**config.mk**
```make
export PLATFORM = sky130hd
export DESIGN_NAME = ghost_mode_ctrl
export DESIGN_NICKNAME = d
export VERILOG_FILES = /design/src/rtl/ghost_mode_pkg.sv /design/src/rtl/ghost_fright_timer.sv /design/src/rtl/ghost_mode_ctrl.sv
export SDC_FILE = /design/constraint.sdc
export NUM_CORES = 1
export LEC_CHECK = 0
export ABC_AREA = 1
export BUFFER_PORTS_ARGS = -buffer_cell sky130_fd_sc_hd__buf_2
export CORE_AREA = 3 3 65 67
export DETAILED_ROUTE_END_ITERATION = 10
export DIE_AREA = 0 0 68 70
export PLACE_DENSITY_LB_ADDON = 0.12
export SLEW_MARGIN = 20
export SYNTH_ARGS = -nofsm -noshare
export SYNTH_HDL_FRONTEND = slang
export SYNTH_SLANG_ARGS = --single-unit
```
**constraint.sdc**
```tcl
create_clock -name i_clk -period 1.9 [get_ports i_clk]
set_input_delay 0.095 -clock i_clk [delete_from_list [all_inputs] [get_ports i_clk]]
set_output_delay 0.095 -clock i_clk [all_outputs]
set_load 0.02 [all_outputs]
```
**src/rtl/ghost_mode_pkg.sv**
```systemverilog
// Shared types and default timing for the ghost scatter/chase/fright sequencer.
// Frame counts assume a 60 Hz frame_tick.
package ghost_mode_pkg;

    typedef enum logic [1:0] {
        ST_IDLE,
        ST_SCATTER,
        ST_CHASE,
        ST_FRIGHT
    } ghostState_t;

    localparam int FRAME_RATE_HZ = 60;

    localparam int DEF_SCAT0_FRAMES  = 7 * FRAME_RATE_HZ;
    localparam int DEF_CHASE0_FRAMES = 20 * FRAME_RATE_HZ;
    localparam int DEF_SCAT1_FRAMES  = 7 * FRAME_RATE_HZ;
    localparam int DEF_CHASE1_FRAMES = 20 * FRAME_RATE_HZ;
    localparam int DEF_SCAT2_FRAMES  = 5 * FRAME_RATE_HZ;
    localparam int DEF_CHASE2_FRAMES = 20 * FRAME_RATE_HZ;
    localparam int DEF_SCAT3_FRAMES  = 5 * FRAME_RATE_HZ;
    localparam int DEF_FRIGHT_FRAMES = 6 * FRAME_RATE_HZ;
    localparam int DEF_FLASH_FRAMES  = 2 * FRAME_RATE_HZ;

    // Phase 7 is the endless final chase, so it has no duration to load.
    function automatic logic [11:0] phaseDuration(
        input logic [2:0] ph,
        input int s0, input int c0, input int s1, input int c1,
        input int s2, input int c2, input int s3
    );
        case (ph)
            3'd0:    phaseDuration = 12'(s0);
            3'd1:    phaseDuration = 12'(c0);
            3'd2:    phaseDuration = 12'(s1);
            3'd3:    phaseDuration = 12'(c1);
            3'd4:    phaseDuration = 12'(s2);
            3'd5:    phaseDuration = 12'(c2);
            3'd6:    phaseDuration = 12'(s3);
            default: phaseDuration = 12'd0;
        endcase
    endfunction

endpackage

```
**src/rtl/ghost_fright_timer.sv**
```systemverilog
// Loadable 12-bit fright down-counter; flags expiry on the last tick and
// a registered flash flag once the remaining count reaches FLASH_FRAMES.
module ghost_fright_timer
    import ghost_mode_pkg::*;
#(
    parameter int FRIGHT_FRAMES = DEF_FRIGHT_FRAMES,
    parameter int FLASH_FRAMES  = DEF_FLASH_FRAMES
) (
    input  logic i_clk,
    input  logic i_rst,
    input  logic i_clear,
    input  logic i_load,
    input  logic i_en,
    output logic o_expire,
    output logic o_flash
);

    localparam logic [11:0] LOAD_VAL   = 12'(FRIGHT_FRAMES);
    localparam logic [11:0] FLASH_VAL  = 12'(FLASH_FRAMES);
    localparam logic        LOAD_FLASH = (LOAD_VAL <= FLASH_VAL);

    logic [11:0] r_count;
    logic        r_flash;

    // Flash is computed from the next count so it stays aligned with the count register.
    always_ff @(posedge i_clk) begin
        if (i_rst || i_clear) begin
            r_count <= 12'd0;
            r_flash <= 1'b0;
        end else if (i_load) begin
            r_count <= LOAD_VAL;
            r_flash <= LOAD_FLASH;
        end else if (i_en) begin
            if (r_count == 12'd1) begin
                r_count <= 12'd0;
                r_flash <= 1'b0;
            end else begin
                r_count <= r_count - 12'd1;
                r_flash <= ((r_count - 12'd1) <= FLASH_VAL);
            end
        end
    end

    assign o_expire = i_en && (r_count == 12'd1);
    assign o_flash  = r_flash;

endmodule

```
**src/rtl/ghost_mode_ctrl.sv**
```systemverilog
// Global ghost mode sequencer: scatter/chase schedule plus optional fright.
// Fright support is compiled in only when GHOST_MODE_FRIGHT_EN is defined.
module ghost_mode_ctrl
    import ghost_mode_pkg::*;
#(
    parameter int SCAT0_FRAMES  = DEF_SCAT0_FRAMES,
    parameter int CHASE0_FRAMES = DEF_CHASE0_FRAMES,
    parameter int SCAT1_FRAMES  = DEF_SCAT1_FRAMES,
    parameter int CHASE1_FRAMES = DEF_CHASE1_FRAMES,
    parameter int SCAT2_FRAMES  = DEF_SCAT2_FRAMES,
    parameter int CHASE2_FRAMES = DEF_CHASE2_FRAMES,
    parameter int SCAT3_FRAMES  = DEF_SCAT3_FRAMES,
    parameter int FRIGHT_FRAMES = DEF_FRIGHT_FRAMES,
    parameter int FLASH_FRAMES  = DEF_FLASH_FRAMES
) (
    input  logic       i_clk,
    input  logic       i_rst,
    input  logic       i_frame_tick,
    input  logic       i_pause,
    input  logic       i_game_start,
    input  logic       i_pacman_dead,
    input  logic       i_power_pellet,
    output logic       o_isScatter,
    output logic       o_isChase,
    output logic       o_isFrightened,
    output logic       o_frightFlash,
    output logic       o_modeChange,
    output logic [2:0] o_phase
);

    ghostState_t r_state;
    logic [11:0] r_schedT;
    logic [2:0]  r_phase;
    logic        r_isScatter;
    logic        r_isChase;
    logic        r_isFright;
    logic        r_modeChange;

    logic        w_tick;
    logic        w_pellet;
    logic        w_expire;
    logic [2:0]  w_nextPhase;
    logic [11:0] w_nextDur;

    assign w_tick      = i_frame_tick && !i_pause;
    assign w_nextPhase = r_phase + 3'd1;
    assign w_nextDur   = phaseDuration(w_nextPhase, SCAT0_FRAMES, CHASE0_FRAMES, SCAT1_FRAMES,
                                       CHASE1_FRAMES, SCAT2_FRAMES, CHASE2_FRAMES, SCAT3_FRAMES);

`ifdef GHOST_MODE_FRIGHT_EN
    logic r_retChase;
    logic w_flash;
    logic w_frLoad;
    logic w_frEn;

    // A pellet consumes any same-cycle tick, so the timer only counts pellet-free ticks.
    assign w_pellet = i_power_pellet;
    assign w_frLoad = i_power_pellet && !i_pacman_dead && (r_state != ST_IDLE);
    assign w_frEn   = w_tick && (r_state == ST_FRIGHT) && !i_power_pellet && !i_pacman_dead;

    ghost_fright_timer #(
        .FRIGHT_FRAMES (FRIGHT_FRAMES),
        .FLASH_FRAMES  (FLASH_FRAMES)
    ) u_frightTimer (
        .i_clk    (i_clk),
        .i_rst    (i_rst),
        .i_clear  (i_pacman_dead),
        .i_load   (w_frLoad),
        .i_en     (w_frEn),
        .o_expire (w_expire),
        .o_flash  (w_flash)
    );

    assign o_frightFlash = w_flash;
`else
    logic w_unusedPellet;
    localparam int unusedFrightCfg = FRIGHT_FRAMES + FLASH_FRAMES;

    assign w_unusedPellet = i_power_pellet;
    assign w_pellet       = 1'b0;
    assign w_expire       = 1'b0;
    assign o_frightFlash  = 1'b0;
`endif

    // Death shares the reset path: back to idle with phase and schedule cleared.
    always_ff @(posedge i_clk) begin
        r_modeChange <= 1'b0;
        if (i_rst || i_pacman_dead) begin
            r_state     <= ST_IDLE;
            r_phase     <= 3'd0;
            r_schedT    <= 12'd0;
            r_isScatter <= 1'b0;
            r_isChase   <= 1'b0;
            r_isFright  <= 1'b0;
`ifdef GHOST_MODE_FRIGHT_EN
            r_retChase  <= 1'b0;
`endif
        end else begin
            case (r_state)
                ST_IDLE: begin
                    if (i_game_start) begin
                        r_state     <= ST_SCATTER;
                        r_phase     <= 3'd0;
                        r_schedT    <= 12'(SCAT0_FRAMES);
                        r_isScatter <= 1'b1;
                    end
                end
                ST_SCATTER, ST_CHASE: begin
                    if (w_pellet) begin
`ifdef GHOST_MODE_FRIGHT_EN
                        r_retChase <= (r_state == ST_CHASE);
`endif
                        r_state      <= ST_FRIGHT;
                        r_isScatter  <= 1'b0;
                        r_isChase    <= 1'b0;
                        r_isFright   <= 1'b1;
                        r_modeChange <= 1'b1;
                    end else if (w_tick && (r_phase != 3'd7)) begin
                        if (r_schedT == 12'd1) begin
                            r_phase      <= w_nextPhase;
                            r_schedT     <= w_nextDur;
                            r_modeChange <= 1'b1;
                            r_state      <= (r_state == ST_SCATTER) ? ST_CHASE : ST_SCATTER;
                            r_isScatter  <= (r_state == ST_CHASE);
                            r_isChase    <= (r_state == ST_SCATTER);
                        end else begin
                            r_schedT <= r_schedT - 12'd1;
                        end
                    end
                end
`ifdef GHOST_MODE_FRIGHT_EN
                ST_FRIGHT: begin
                    if (w_expire) begin
                        r_state     <= r_retChase ? ST_CHASE : ST_SCATTER;
                        r_isScatter <= !r_retChase;
                        r_isChase   <= r_retChase;
                        r_isFright  <= 1'b0;
                    end
                end
`endif
                default: begin
                    r_state <= ST_IDLE;
                end
            endcase
        end
    end

    assign o_isScatter    = r_isScatter;
    assign o_isChase      = r_isChase;
    assign o_isFrightened = r_isFright;
    assign o_modeChange   = r_modeChange;
    assign o_phase        = r_phase;

endmodule

```
==> run summary <==
The number of storage elements in the synthesis netlist was 20; the number of hold violations in the final report was 0. The portion of the post-synthesis area used by sequential elements came out at 26.96%. TritonCTS built the clock tree. sky130_fd_sc_hd__nand2_1 is the most common cell in the netlist. For the total grt overflow, the log shows 0. Routability-driven placement finished with a final weighted congestion of 0.8144. The tools report the final cell utilization of the core as 45.79%. The instance count after placement with tap cells included is 283. Yosys printed 0 warnings. The half-perimeter wire length of the detailed placement result came out at 2533 um.

The area growth from synthesis to layout is 13.73%. For the I/O pin count, the log shows 15. The tool flagged a number of max-cap violations equal to 0.

The setup check on the worst reg-to-reg path leaves a slack of 0.20 ns. Setup repair after global routing left no endpoint under its margin. The tools report the total power after layout as 1.569 mW.

Number of buffer and inverter stages on the critical path: 1. The number of clock buffers inserted by TritonCTS is 3. Counting every instance in the synthesized netlist gives 225. The maximum fanout encountered on the critical timing path was 10. By count the netlist is led by sky130_fd_sc_hd__nand2_1, sky130_fd_sc_hd__nor2_1, sky130_fd_sc_hd__inv_1. Clock input transition at the sequential cells of the worst setup and hold paths: 0.08 ns. The worst setup path is captured at a flop. The worst hold path terminates at o_modeChange.

The flow ran to the end, and the final reports show no timing, DRC or antenna violations. The worst-case clock skew was 0.004348 ns. For the floorplan die area, the log shows 0.004760 sq mm.

The number of antenna cells inserted came out at 0. The count of pins over their slew limit was 0; the critical path required time was 2.05 ns. The largest area contributor in the netlist was sky130_fd_sc_hd__dfxtp_1.

In the synthesized netlist the async set-or-reset flop fraction comes to 0%. After detailed routing, the number of remaining DRC violations is 0. The combined area of all synthesized cells was 0.001485 sq mm.

Die extent in x: 68 um. The startpoint identified for the worst hold timing path is i_frame_tick. The logs give 3191 um for the wire length reported by the detailed router and 0.5880 GHz for the fmax. The core region area was 0.003689 sq mm; the die extent in y was 70 um. The total negative slack for setup checks is 0 ns. Counting along the longest clock path gives a buffer depth of 2. The top cell family by delay on the critical path is simple AND/OR/NAND/NOR gates. The power density over cell area came out at 928.7 mW/mm^2. In this run the critical register-to-register path is launched from o_phase[0]. The setup-violating endpoint count in the final report was 0; the via count normalized by instance count was 4.685. The largest incremental delay on the critical path came out at 0.34 ns. Commonest register cell after synthesis: sky130_fd_sc_hd__dfxtp_1. The final net count came out at 262.

The critical path goes through ha_2, ha_2, nor2_1, nand2_1, nand2_2, nand2_4, nor2_8, inv_4, o21ai_4, nor2_1. The run gives 0 as the initial antenna violation count. Counting instances, the worst hold path has a depth of 5. The worst setup path is of the flop to flop kind. Clock latency on the worst-skew pair, taken at its later pin, is 0.26 ns. The clock sink count was 20.

The logs give 289 for the final cell count without fillers and 14.86% for the global router's overall resource usage. Among all stages on the critical path, the largest delay is contributed by sky130_fd_sc_hd__dfxtp_1. Data on the critical path arrives at its endpoint at 1.85 ns.

For the count of nets left with antenna violations after detail routing, the log shows 0. The worst setup path is launched from a flop. The final critical-path required period was 1.701 ns; the count of buffers inserted at the top-level ports was 11. The mean instance size in the synthesized netlist is 6.601 sq um, and the maximum vdd ir drop is 415.8 uV. The worst register-to-register path ends at r_schedT[11].

For the iteration count of the initial detailed-routing pass, the log shows 4. Entering global routing, the biggest net connects 13 pins. The analysis attributes to cell leakage a power of 0.8389 nW. Measured in cells, the most critical reg-to-reg path has a length of 10.

The tree is rooted in a sky130_fd_sc_hd__clkbuf_8. Ranked by total cell area, the synthesized netlist is headed by sky130_fd_sc_hd__dfxtp_1, sky130_fd_sc_hd__nand2_1, sky130_fd_sc_hd__ha_1. The initial DRC count was 44. The worst path uses 89.51% of the clock period. Of the cells placed in the final design, the portion with a size suffix greater than 1 is 18.67%. The first global-routing pass estimated 5602 um of wire. The number of flops mapped to enable cells by yosys is 0, and the total vias in the final route is 1,354. In this run the biggest area consumer among cell types represents 26.96% of the synthesized area. The critical path crosses 10 cells after its start point. The number of global-route vias before repair was 1,314. The number of different library cells in the post-synthesis netlist is 27, and the initial core utilization is 40.26%. The maximum level of the CTS H-tree was 1; the per-cell routed wire length was 11.04 um. The tightest min-delay check is of the input port to flop type. Row generation in the floorplan step produced 22 rows.
-- sequential cells by signal (all words and copies together), names as in the netlist --
name,flops
r_schedT,12
o_modeChange,1
o_isScatter,1
r_state,2
o_isChase,1
o_phase,3
-- kinds of logic (layout without fill, tap and decap cells) --
family | after synthesis | count (layout) | share of synthesized area (%)
AO/OA/AOI/OAI | 22 | 22 | 8.341
adder cells (fa/ha/maj) | 13 | 13 | 10.95
AND/OR/NAND/NOR | 126 | 126 | 40.19
XOR/XNOR | 3 | 3 | 1.769
flip-flops | 20 | 20 | 26.96
buffers and inverters | 40 | 55 | 11.54
other | 1 | 2 | 0.2525
-- layout by cell type (no fill, tap or decap) --
cell and instances:
sky130_fd_sc_hd__nand2_1 59, sky130_fd_sc_hd__nor2_1 29, sky130_fd_sc_hd__inv_1 28, sky130_fd_sc_hd__dfxtp_1 19
sky130_fd_sc_hd__nand3_1 16, sky130_fd_sc_hd__a21oi_1 14, sky130_fd_sc_hd__ha_1 11, sky130_fd_sc_hd__buf_2 11
sky130_fd_sc_hd__nand4_1 7, sky130_fd_sc_hd__nor2_2 6, sky130_fd_sc_hd__inv_2 6, sky130_fd_sc_hd__o21ai_1 4
sky130_fd_sc_hd__xor2_1 3, sky130_fd_sc_hd__clkbuf_8 3, sky130_fd_sc_hd__buf_4 3, sky130_fd_sc_hd__nand2_4 2
sky130_fd_sc_hd__nor3_2 2, sky130_fd_sc_hd__o21ai_0 2, sky130_fd_sc_hd__ha_2 2, sky130_fd_sc_hd__conb_1 2
sky130_fd_sc_hd__buf_6 2, sky130_fd_sc_hd__nand2_2 1, sky130_fd_sc_hd__or2_1 1, sky130_fd_sc_hd__nor2_8 1
sky130_fd_sc_hd__inv_4 1, sky130_fd_sc_hd__nand2_8 1, sky130_fd_sc_hd__o21ai_4 1, sky130_fd_sc_hd__nand3_2 1
sky130_fd_sc_hd__o211ai_1 1, sky130_fd_sc_hd__bufinv_16 1, sky130_fd_sc_hd__dfxtp_2 1
-- layout make-up --
cell class              count  area (sq um)
fillers                   411          1999
multi-input cells         166         922.1
flip-flops and latches     20         401.6
inverters                  35         133.9
repair buffers             16         100.1
well taps                  48         60.06
clock buffers               3         41.29
clock inverters             1         30.03
-- routing by layer --
layer / track usage [%] / vias up / wire, um
met4: 3.974 / 0 / 9
met2: 24.63 / 14 / 1560
met1: 19.73 / 606 / 1553
met3: 2.090 / 2 / 68
met5: 0 / - / 0
li1: - / 732 / -
-- power breakdown --
| part | internal [mW] | switching (mW) |
|---|---|---|
| clock | 0.281 | 0.143 |
| sequential | 0.453 | 0.0341 |
| combinational | 0.238 | 0.420 |
| total | 0.972 | 0.597 |
-- how the worst max path moves through the flow --
stage | startpoint | to
global route | o_phase[0] | r_schedT[7]
CTS | o_phase[1] | r_schedT[11]
global placement | o_phase[1] | r_schedT[11]
finish | o_phase[0] | r_schedT[11]
detailed placement | o_phase[1] | r_schedT[9]
floorplan | o_phase[0] | r_schedT[11]
-- tightest hold or removal path, stage by stage --
cell and delay, ns:
sky130_fd_sc_hd__buf_2 0.10, sky130_fd_sc_hd__nand2_1 0.10, sky130_fd_sc_hd__nor3_2 0.06, sky130_fd_sc_hd__inv_1 0.06, sky130_fd_sc_hd__nor2_1 0.04
-- repair_timing --
action / 4_1_cts / 5_1_grt
setup buffers: 0 / 2
hold buffers: 0 / 0
endpoints found under the setup margin: 0 / 12
resized for setup: 0 / 5
-- through the flow --
| step | worst slack, ns | hold slack (ns) | cell area [sq um] |
|---|---|---|---|
| 2_1_floorplan | 0.2311 | 0.2752 | 1489 |
| 3_3_place_gp | 0.1076 | 0.4543 | 1589 |
| 3_5_place_dp | 0.09946 | 0.4538 | 1589 |
| 4_1_cts | 0.09214 | 0.2348 | 1660 |
| 5_1_grt | 0.01886 | 0.2508 | 1689 |
| 6_report | 0.1992 | 0.2401 | 1689 |
Note: power is estimated with default switching activity, not from simulation.
